## src/rtl/md5_hasher_mul_pkg.sv

```systemverilog
// Shared constants and helpers for the MD5 hasher pipelined multiplier.
// Latency: n/a (package only).
// Backpressure: n/a (package only).
package md5_hasher_mul_pkg;

    localparam int MUL_MIN_STAGE = 2;
    localparam int MUL_MAX_STAGE = 6;

    // Each operand gains one extension bit, so the exact signed product of
    // the two extended operands needs the sum of both widths plus two.
    function automatic int mul_full_width(input int a_width, input int b_width);
        return a_width + b_width + 2;
    endfunction

endpackage

```

## src/rtl/md5_hasher_delay_line.sv

```systemverilog
// Parametrised width/depth shift register with clock enable and sync clear.
// Latency: DEPTH enabled clock edges from din to dout.
// Backpressure: none; every stage holds while ce is low.
//
// Ports:
//   clk   - rising-edge clock
//   reset - synchronous active-high clear of every stage
//   ce    - clock enable; all stages hold when low
//   din   - data entering stage 0
//   dout  - data leaving the last stage
module md5_hasher_delay_line #(
    parameter int WIDTH = 1,
    parameter int DEPTH = 1
) (
    input  logic             clk,
    input  logic             reset,
    input  logic             ce,
    input  logic [WIDTH-1:0] din,
    output logic [WIDTH-1:0] dout
);

    logic [WIDTH-1:0] sr_q [DEPTH];

    always_ff @(posedge clk) begin
        if (reset) begin
            for (int i = 0; i < DEPTH; i++) begin
                sr_q[i] <= '0;
            end
        end else if (ce) begin
            sr_q[0] <= din;
            for (int i = 1; i < DEPTH; i++) begin
                sr_q[i] <= sr_q[i-1];
            end
        end
    end

    assign dout = sr_q[DEPTH-1];

endmodule

```

## src/rtl/md5_hasher_mul_pipe.sv

```systemverilog
// Pipelined multiplier with per-operand signedness; optional multiply-accumulate.
// Latency: NUM_STAGE ce-high edges (NUM_STAGE+1 with MD5_HASHER_MUL_ACC_EN).
// Backpressure: none; ce low freezes every register, including the outputs.
//
// Optional feature macro: MD5_HASHER_MUL_ACC_EN (adds acc_en/acc_clr and an
// accumulator stage that drives dout).
//
// Ports:
//   clk, reset         - clock, synchronous active-high reset
//   ce                 - clock enable for the whole pipeline
//   in_valid/din0/din1 - operand pair, accepted when in_valid and ce are high
//   acc_en/acc_clr     - (macro only) accumulate / restart-accumulate controls
//   out_valid/dout     - result strobe and product (or accumulator value)
module md5_hasher_mul_pipe
    import md5_hasher_mul_pkg::*;
#(
    parameter int A_WIDTH   = 16,
    parameter int B_WIDTH   = 16,
    parameter int P_WIDTH   = 32,
    parameter bit A_SIGNED  = 1'b0,
    parameter bit B_SIGNED  = 1'b1,
    parameter int NUM_STAGE = 3
) (
    input  logic               clk,
    input  logic               reset,
    input  logic               ce,
`ifdef MD5_HASHER_MUL_ACC_EN
    input  logic               acc_en,
    input  logic               acc_clr,
`endif
    input  logic               in_valid,
    input  logic [A_WIDTH-1:0] din0,
    input  logic [B_WIDTH-1:0] din1,
    output logic               out_valid,
    output logic [P_WIDTH-1:0] dout
);

    generate
        if (NUM_STAGE < MUL_MIN_STAGE || NUM_STAGE > MUL_MAX_STAGE) begin : gen_bad_stage
            $fatal(1, "md5_hasher_mul_pipe: NUM_STAGE out of range");
        end
    endgenerate

    localparam int FULL_W = mul_full_width(A_WIDTH, B_WIDTH);
    // Multiply at whichever is wider: the exact product width, or P_WIDTH.
    // Wider than exact gives the sign extension for free; the low P_WIDTH
    // bits of it give the wrap case.
    localparam int MUL_W  = (FULL_W > P_WIDTH) ? FULL_W : P_WIDTH;

`ifdef MD5_HASHER_MUL_ACC_EN
    localparam int SB_W = 3;   // {acc_clr, acc_en, valid}
    logic [SB_W-1:0] sb_in;
    assign sb_in = {acc_clr, acc_en, in_valid};
`else
    localparam int SB_W = 1;   // {valid}
    logic [SB_W-1:0] sb_in;
    assign sb_in = in_valid;
`endif

    // Stage 1: operand registers, loaded on every enabled cycle.
    logic [A_WIDTH-1:0] din0_q;
    logic [B_WIDTH-1:0] din1_q;

    always_ff @(posedge clk) begin
        if (reset) begin
            din0_q <= '0;
            din1_q <= '0;
        end else if (ce) begin
            din0_q <= din0;
            din1_q <= din1;
        end
    end

    // One-bit extension per operand, then a signed multiply.
    logic signed [A_WIDTH:0]   a_ext;
    logic signed [B_WIDTH:0]   b_ext;
    logic signed [MUL_W-1:0]   a_mul;
    logic signed [MUL_W-1:0]   b_mul;
    logic        [P_WIDTH-1:0] prod_d;

    assign a_ext  = {A_SIGNED & din0_q[A_WIDTH-1], din0_q};
    assign b_ext  = {B_SIGNED & din1_q[B_WIDTH-1], din1_q};
    assign a_mul  = MUL_W'(a_ext);
    assign b_mul  = MUL_W'(b_ext);
    assign prod_d = P_WIDTH'(a_mul * b_mul);

    // Stage 2: product register.
    logic [P_WIDTH-1:0] prod_q;

    always_ff @(posedge clk) begin
        if (reset) begin
            prod_q <= '0;
        end else if (ce) begin
            prod_q <= prod_d;
        end
    end

    // Stages 3..NUM_STAGE: plain delay, left for the tool to retime into the DSP.
    logic [P_WIDTH-1:0] prod_pipe;

    generate
        if (NUM_STAGE > 2) begin : gen_prod_dly
            md5_hasher_delay_line #(
                .WIDTH (P_WIDTH),
                .DEPTH (NUM_STAGE - 2)
            ) u_prod_dly (
                .clk   (clk),
                .reset (reset),
                .ce    (ce),
                .din   (prod_q),
                .dout  (prod_pipe)
            );
        end else begin : gen_prod_nodly
            assign prod_pipe = prod_q;
        end
    endgenerate

    // Valid bit (and accumulate controls) ride alongside the data, stage for stage.
    logic [SB_W-1:0] sb_pipe;

    md5_hasher_delay_line #(
        .WIDTH (SB_W),
        .DEPTH (NUM_STAGE)
    ) u_vld_dly (
        .clk   (clk),
        .reset (reset),
        .ce    (ce),
        .din   (sb_in),
        .dout  (sb_pipe)
    );

`ifdef MD5_HASHER_MUL_ACC_EN
    logic [P_WIDTH-1:0] acc_q;
    logic [P_WIDTH-1:0] acc_d;
    logic               acc_vld_q;

    // Invalid slots leave the accumulator untouched; the sum wraps naturally.
    always_comb begin
        acc_d = acc_q;
        if (sb_pipe[0]) begin
            if (sb_pipe[1]) begin
                acc_d = (sb_pipe[2] ? '0 : acc_q) + prod_pipe;
            end else begin
                acc_d = prod_pipe;
            end
        end
    end

    always_ff @(posedge clk) begin
        if (reset) begin
            acc_q     <= '0;
            acc_vld_q <= 1'b0;
        end else if (ce) begin
            acc_q     <= acc_d;
            acc_vld_q <= sb_pipe[0];
        end
    end

    assign dout      = acc_q;
    assign out_valid = acc_vld_q;
`else
    assign dout      = prod_pipe;
    assign out_valid = sb_pipe[0];
`endif

endmodule
```

## config.mk

```make
export PLATFORM = sky130hd
export DESIGN_NAME = md5_hasher_mul_pipe
export DESIGN_NICKNAME = d
export VERILOG_FILES = /design/src/rtl/md5_hasher_mul_pkg.sv /design/src/rtl/md5_hasher_delay_line.sv /design/src/rtl/md5_hasher_mul_pipe.sv
export SDC_FILE = /design/constraint.sdc
export NUM_CORES = 1
export LEC_CHECK = 0
export ABC_CLOCK_PERIOD_IN_PS = 9400
export CELL_PAD_IN_SITES_DETAIL_PLACEMENT = 1
export CELL_PAD_IN_SITES_GLOBAL_PLACEMENT = 2
export CORE_ASPECT_RATIO = 0.7
export CORE_MARGIN = 5
export CORE_UTILIZATION = 25
export DETAILED_ROUTE_END_ITERATION = 10
export GPL_ROUTABILITY_DRIVEN = 0
export MAX_ROUTING_LAYER = met4
export PLACE_DENSITY = 0.53
export SLEW_MARGIN = 20
export SYNTH_ARGS = -nofsm -noshare
export SYNTH_HDL_FRONTEND = slang
export SYNTH_SLANG_ARGS = --single-unit
```

## constraint.sdc

```tcl
create_clock -name clk -period 9.4 [get_ports clk]
set_input_delay 1.41 -clock clk [delete_from_list [all_inputs] [get_ports clk]]
set_output_delay 1.41 -clock clk [all_outputs]
set_load 0.01 [all_outputs]
```

==> results.sh <==
export IMPL_synth_xor_area_frac=0.0163
export IMPL_cp_end_kind="flip-flop"
export IMPL_stdcell_count=2011
export IMPL_viasPerCell=4.35
export IMPL_synth_edf_count=35
export IMPL_avgSynthCellArea_sq_um=9.44
export IMPL_wl_per_cell_um=18.5
export IMPL_ant_nets=0
export IMPL_clk_pin_slew_ns=0.09
export IMPL_post_place_cells=1993
export IMPL_synth_top_flop_cell="dfxtp_1"
export IMPL_synth_async_reset_ratio=0
export IMPL_ys_types=60
export IMPL_final_common_cell="inv_1"
export IMPL_start_util=0.252
export IMPL_tightestPinTransition_ns=1.07
export IMPL_synth_area_leader_cell="fa_1"
export IMPL_ys_ff_latch=99
export IMPL_cts_setup_buffers=0
export IMPL_synthTopCellsByArea="fa_1 (31%), ha_1 (12%), dfxtp_1 (10%)"
export IMPL_netlist_instances=1310
export IMPL_port_buffers=68
export IMPL_finalMaxSlewViolations=0
export IMPL_p_leak_nw=6.62
export IMPL_clock_skew_ns=0.0194
export IMPL_final_cell_mix="inv_1 (245), fa_1 (194), and2_1 (156)"
export IMPL_cts_buffers=9
export IMPL_core_area_sq_mm=0.0491
export IMPL_drt_iter0_drc=356
export IMPL_synthMuxAreaShare=0.0364
export IMPL_reg2reg_depth=19
export IMPL_firstDrtPassIters=5
export IMPL_die_h_um=196
export IMPL_num_vias=8740
export IMPL_grt_setup_unrepaired="no"
export IMPL_synth_top_family_by_area="adder cells"
export IMPL_maxSlewHeadroom=0.283
export IMPL_worstHoldPathCells=2
export IMPL_seq_area_sq_mm=0.00233
export IMPL_cts_htree_levels=3
export IMPL_rows=68
export IMPL_synth_seq_area_share=0.189
export IMPL_yosysWarnings=0
export IMPL_clk_path_buf_depth=2
export IMPL_grt_max_degree=56
export IMPL_powerDensity_mw_per_mm2=99.5
export IMPL_dp_hpwl_mm=29.5
export IMPL_synth_compound_area_share=0.0636
export IMPL_grt_overflow_total=0
export IMPL_cap_violations=0
export IMPL_post_route_period_util=0.703
export IMPL_hold_violations=0
export IMPL_ir_drop_uv=64.3
export IMPL_synth_area_sq_mm=0.0124
export IMPL_grt_pass1_vias=9683
export IMPL_path_max_fanout=17
export IMPL_cp_start_kind="flip-flop"
export IMPL_cts_tree="done"
export IMPL_die_area_sq_mm=0.0541
export IMPL_cts_root_buf="clkbuf_16"
export IMPL_critical_path_required_ns=9.67
export IMPL_setup_viol=0
export IMPL_die_w_um=276
export IMPL_clk_insertion_delay_late_ns=0.38
export IMPL_drc_errors=0
export IMPL_cp_arrival_ns=6.88
export IMPL_clock_sinks=99
export IMPL_cts_resized=0
export IMPL_multi_input_area_sq_mm=0.00886
export IMPL_fmax_ghz=0.151
export IMPL_status="complete, no violations"
export IMPL_syn_nets=1657
export IMPL_synthAdderAreaFrac=0.432
export IMPL_num_fill_cells=5678
export IMPL_synthSimpleGateAreaFrac=0.168
export IMPL_drive_above_1_share=0.0327
export IMPL_fin_nets=1686
export IMPL_fin_crit_ns=6.61
export IMPL_wirelength_mm=37.1
export IMPL_hold_buffers=0
export IMPL_min_path_type="flip-flop to flip-flop"
export IMPL_area_growth_pct=13.1
export IMPL_tns_ns=0
export IMPL_ios=69
export IMPL_yosys_area_top_type_share=0.314
export IMPL_worstSetupPathType="flip-flop to flip-flop"
export IMPL_antenna_found_initial=3
export IMPL_grt_pass1_wl_mm=58.7
export IMPL_track_usage=0.146
synth_stat cells (all sizes together) (3+ instances only):
master and number:
o21ai 21, nand2b 9, a21oi 30, ha 117
dfxtp 64, a211oi 5, buf 8, o21bai 3
a221oi 3, xnor2 15, mux2i 45, xor2 8
o211ai 4, o21a 5, nand3 9, fa 194
nor2 77, edfxtp 35, nand2 141, a21o 14
or3 3, nor3 5, clkbuf 51, nand4 12
inv 245, and2 157
kinds of logic after synthesis:
logic type | count (synthesis)
fa+ha+maj | 311
simple gates | 419
mux | 45
xor+xnor | 23
compound gates | 109
buf+inv | 304
flops | 99
routing by layer:
layer  global-route usage  vias to the layer above  wire, um
met5                    -                        -         0
met4               0.0161                        0       184
met3               0.0185                       10      1070
met2                0.225                       73     17000
met1                0.213                     4548     18900
li1                     -                     4109         -
critical path, cell delays in order, from the launching register on:
cell       delay (ns)
dfxtp_1          1.03
and2_1           0.25
fa_1             0.41
inv_1            0.13
fa_1             0.47
fa_1             0.52
inv_1            0.05
fa_1             0.50
fa_1             0.50
inv_1            0.05
fa_1             0.47
inv_1            0.05
ha_1             0.38
and2_2           0.29
a21bo_2          0.23
a2111oi_4        0.42
a211oi_4         0.16
a21oi_1          0.20
nor3_1           0.07
a211o_1          0.29
through the flow:
stage          worst slack (ns)  total power [mW]  instance area [sq um]  hold WS [ns]  utilization
2_1_floorplan              3.53             0.840                  12400         0.417            -
3_3_place_gp               2.83              1.03                  13700         0.436        0.279
3_5_place_dp               2.80              1.03                  13700         0.440        0.279
4_1_cts                    2.79              1.43                  14000         0.461        0.285
5_1_grt                    2.47              1.50                  14000         0.476        0.285
6_report                   2.79              1.39                  14000         0.454        0.285
worst paths after layout:
path,startpoint,endpoint,slack [ns]
min reg2reg,prod_q[25],prod_q[25],0.45
max reg2reg,din0_q[8],prod_q[24],2.79
max,din0_q[8],prod_q[24],2.79
min,prod_q[25],prod_q[25],0.45
flip-flops by register name, indices dropped and copies added (netlist names):
register / count
gen_prod_dly.u_prod_dly.sr_q: 32
din1_q: 16
u_vld_dly.sr_q: 3
prod_q: 32
din0_q: 16
cell type report:
| cell class | count | share of cell area |
|---|---|---|
| clock buffers | 9 | 0.0161 |
| multi-input cells | 907 | 0.634 |
| diodes | 2 | 0.000358 |
| inverters | 245 | 0.0657 |
| well taps | 665 | 0.0595 |
| clock inverters | 7 | 0.00501 |
| repair buffers | 77 | 0.0529 |
| flip-flops and latches | 99 | 0.167 |
report_power, final:
group	switching [mW]	leakage, nW	internal, mW	total (mW)
sequential	0.0572	0.915	0.477	0.534
clock	0.203	0.147	0.188	0.391
combinational	0.273	5.56	0.195	0.467
total	0.533	6.62	0.859	1.39
Note: power is estimated with default switching activity, not from simulation.
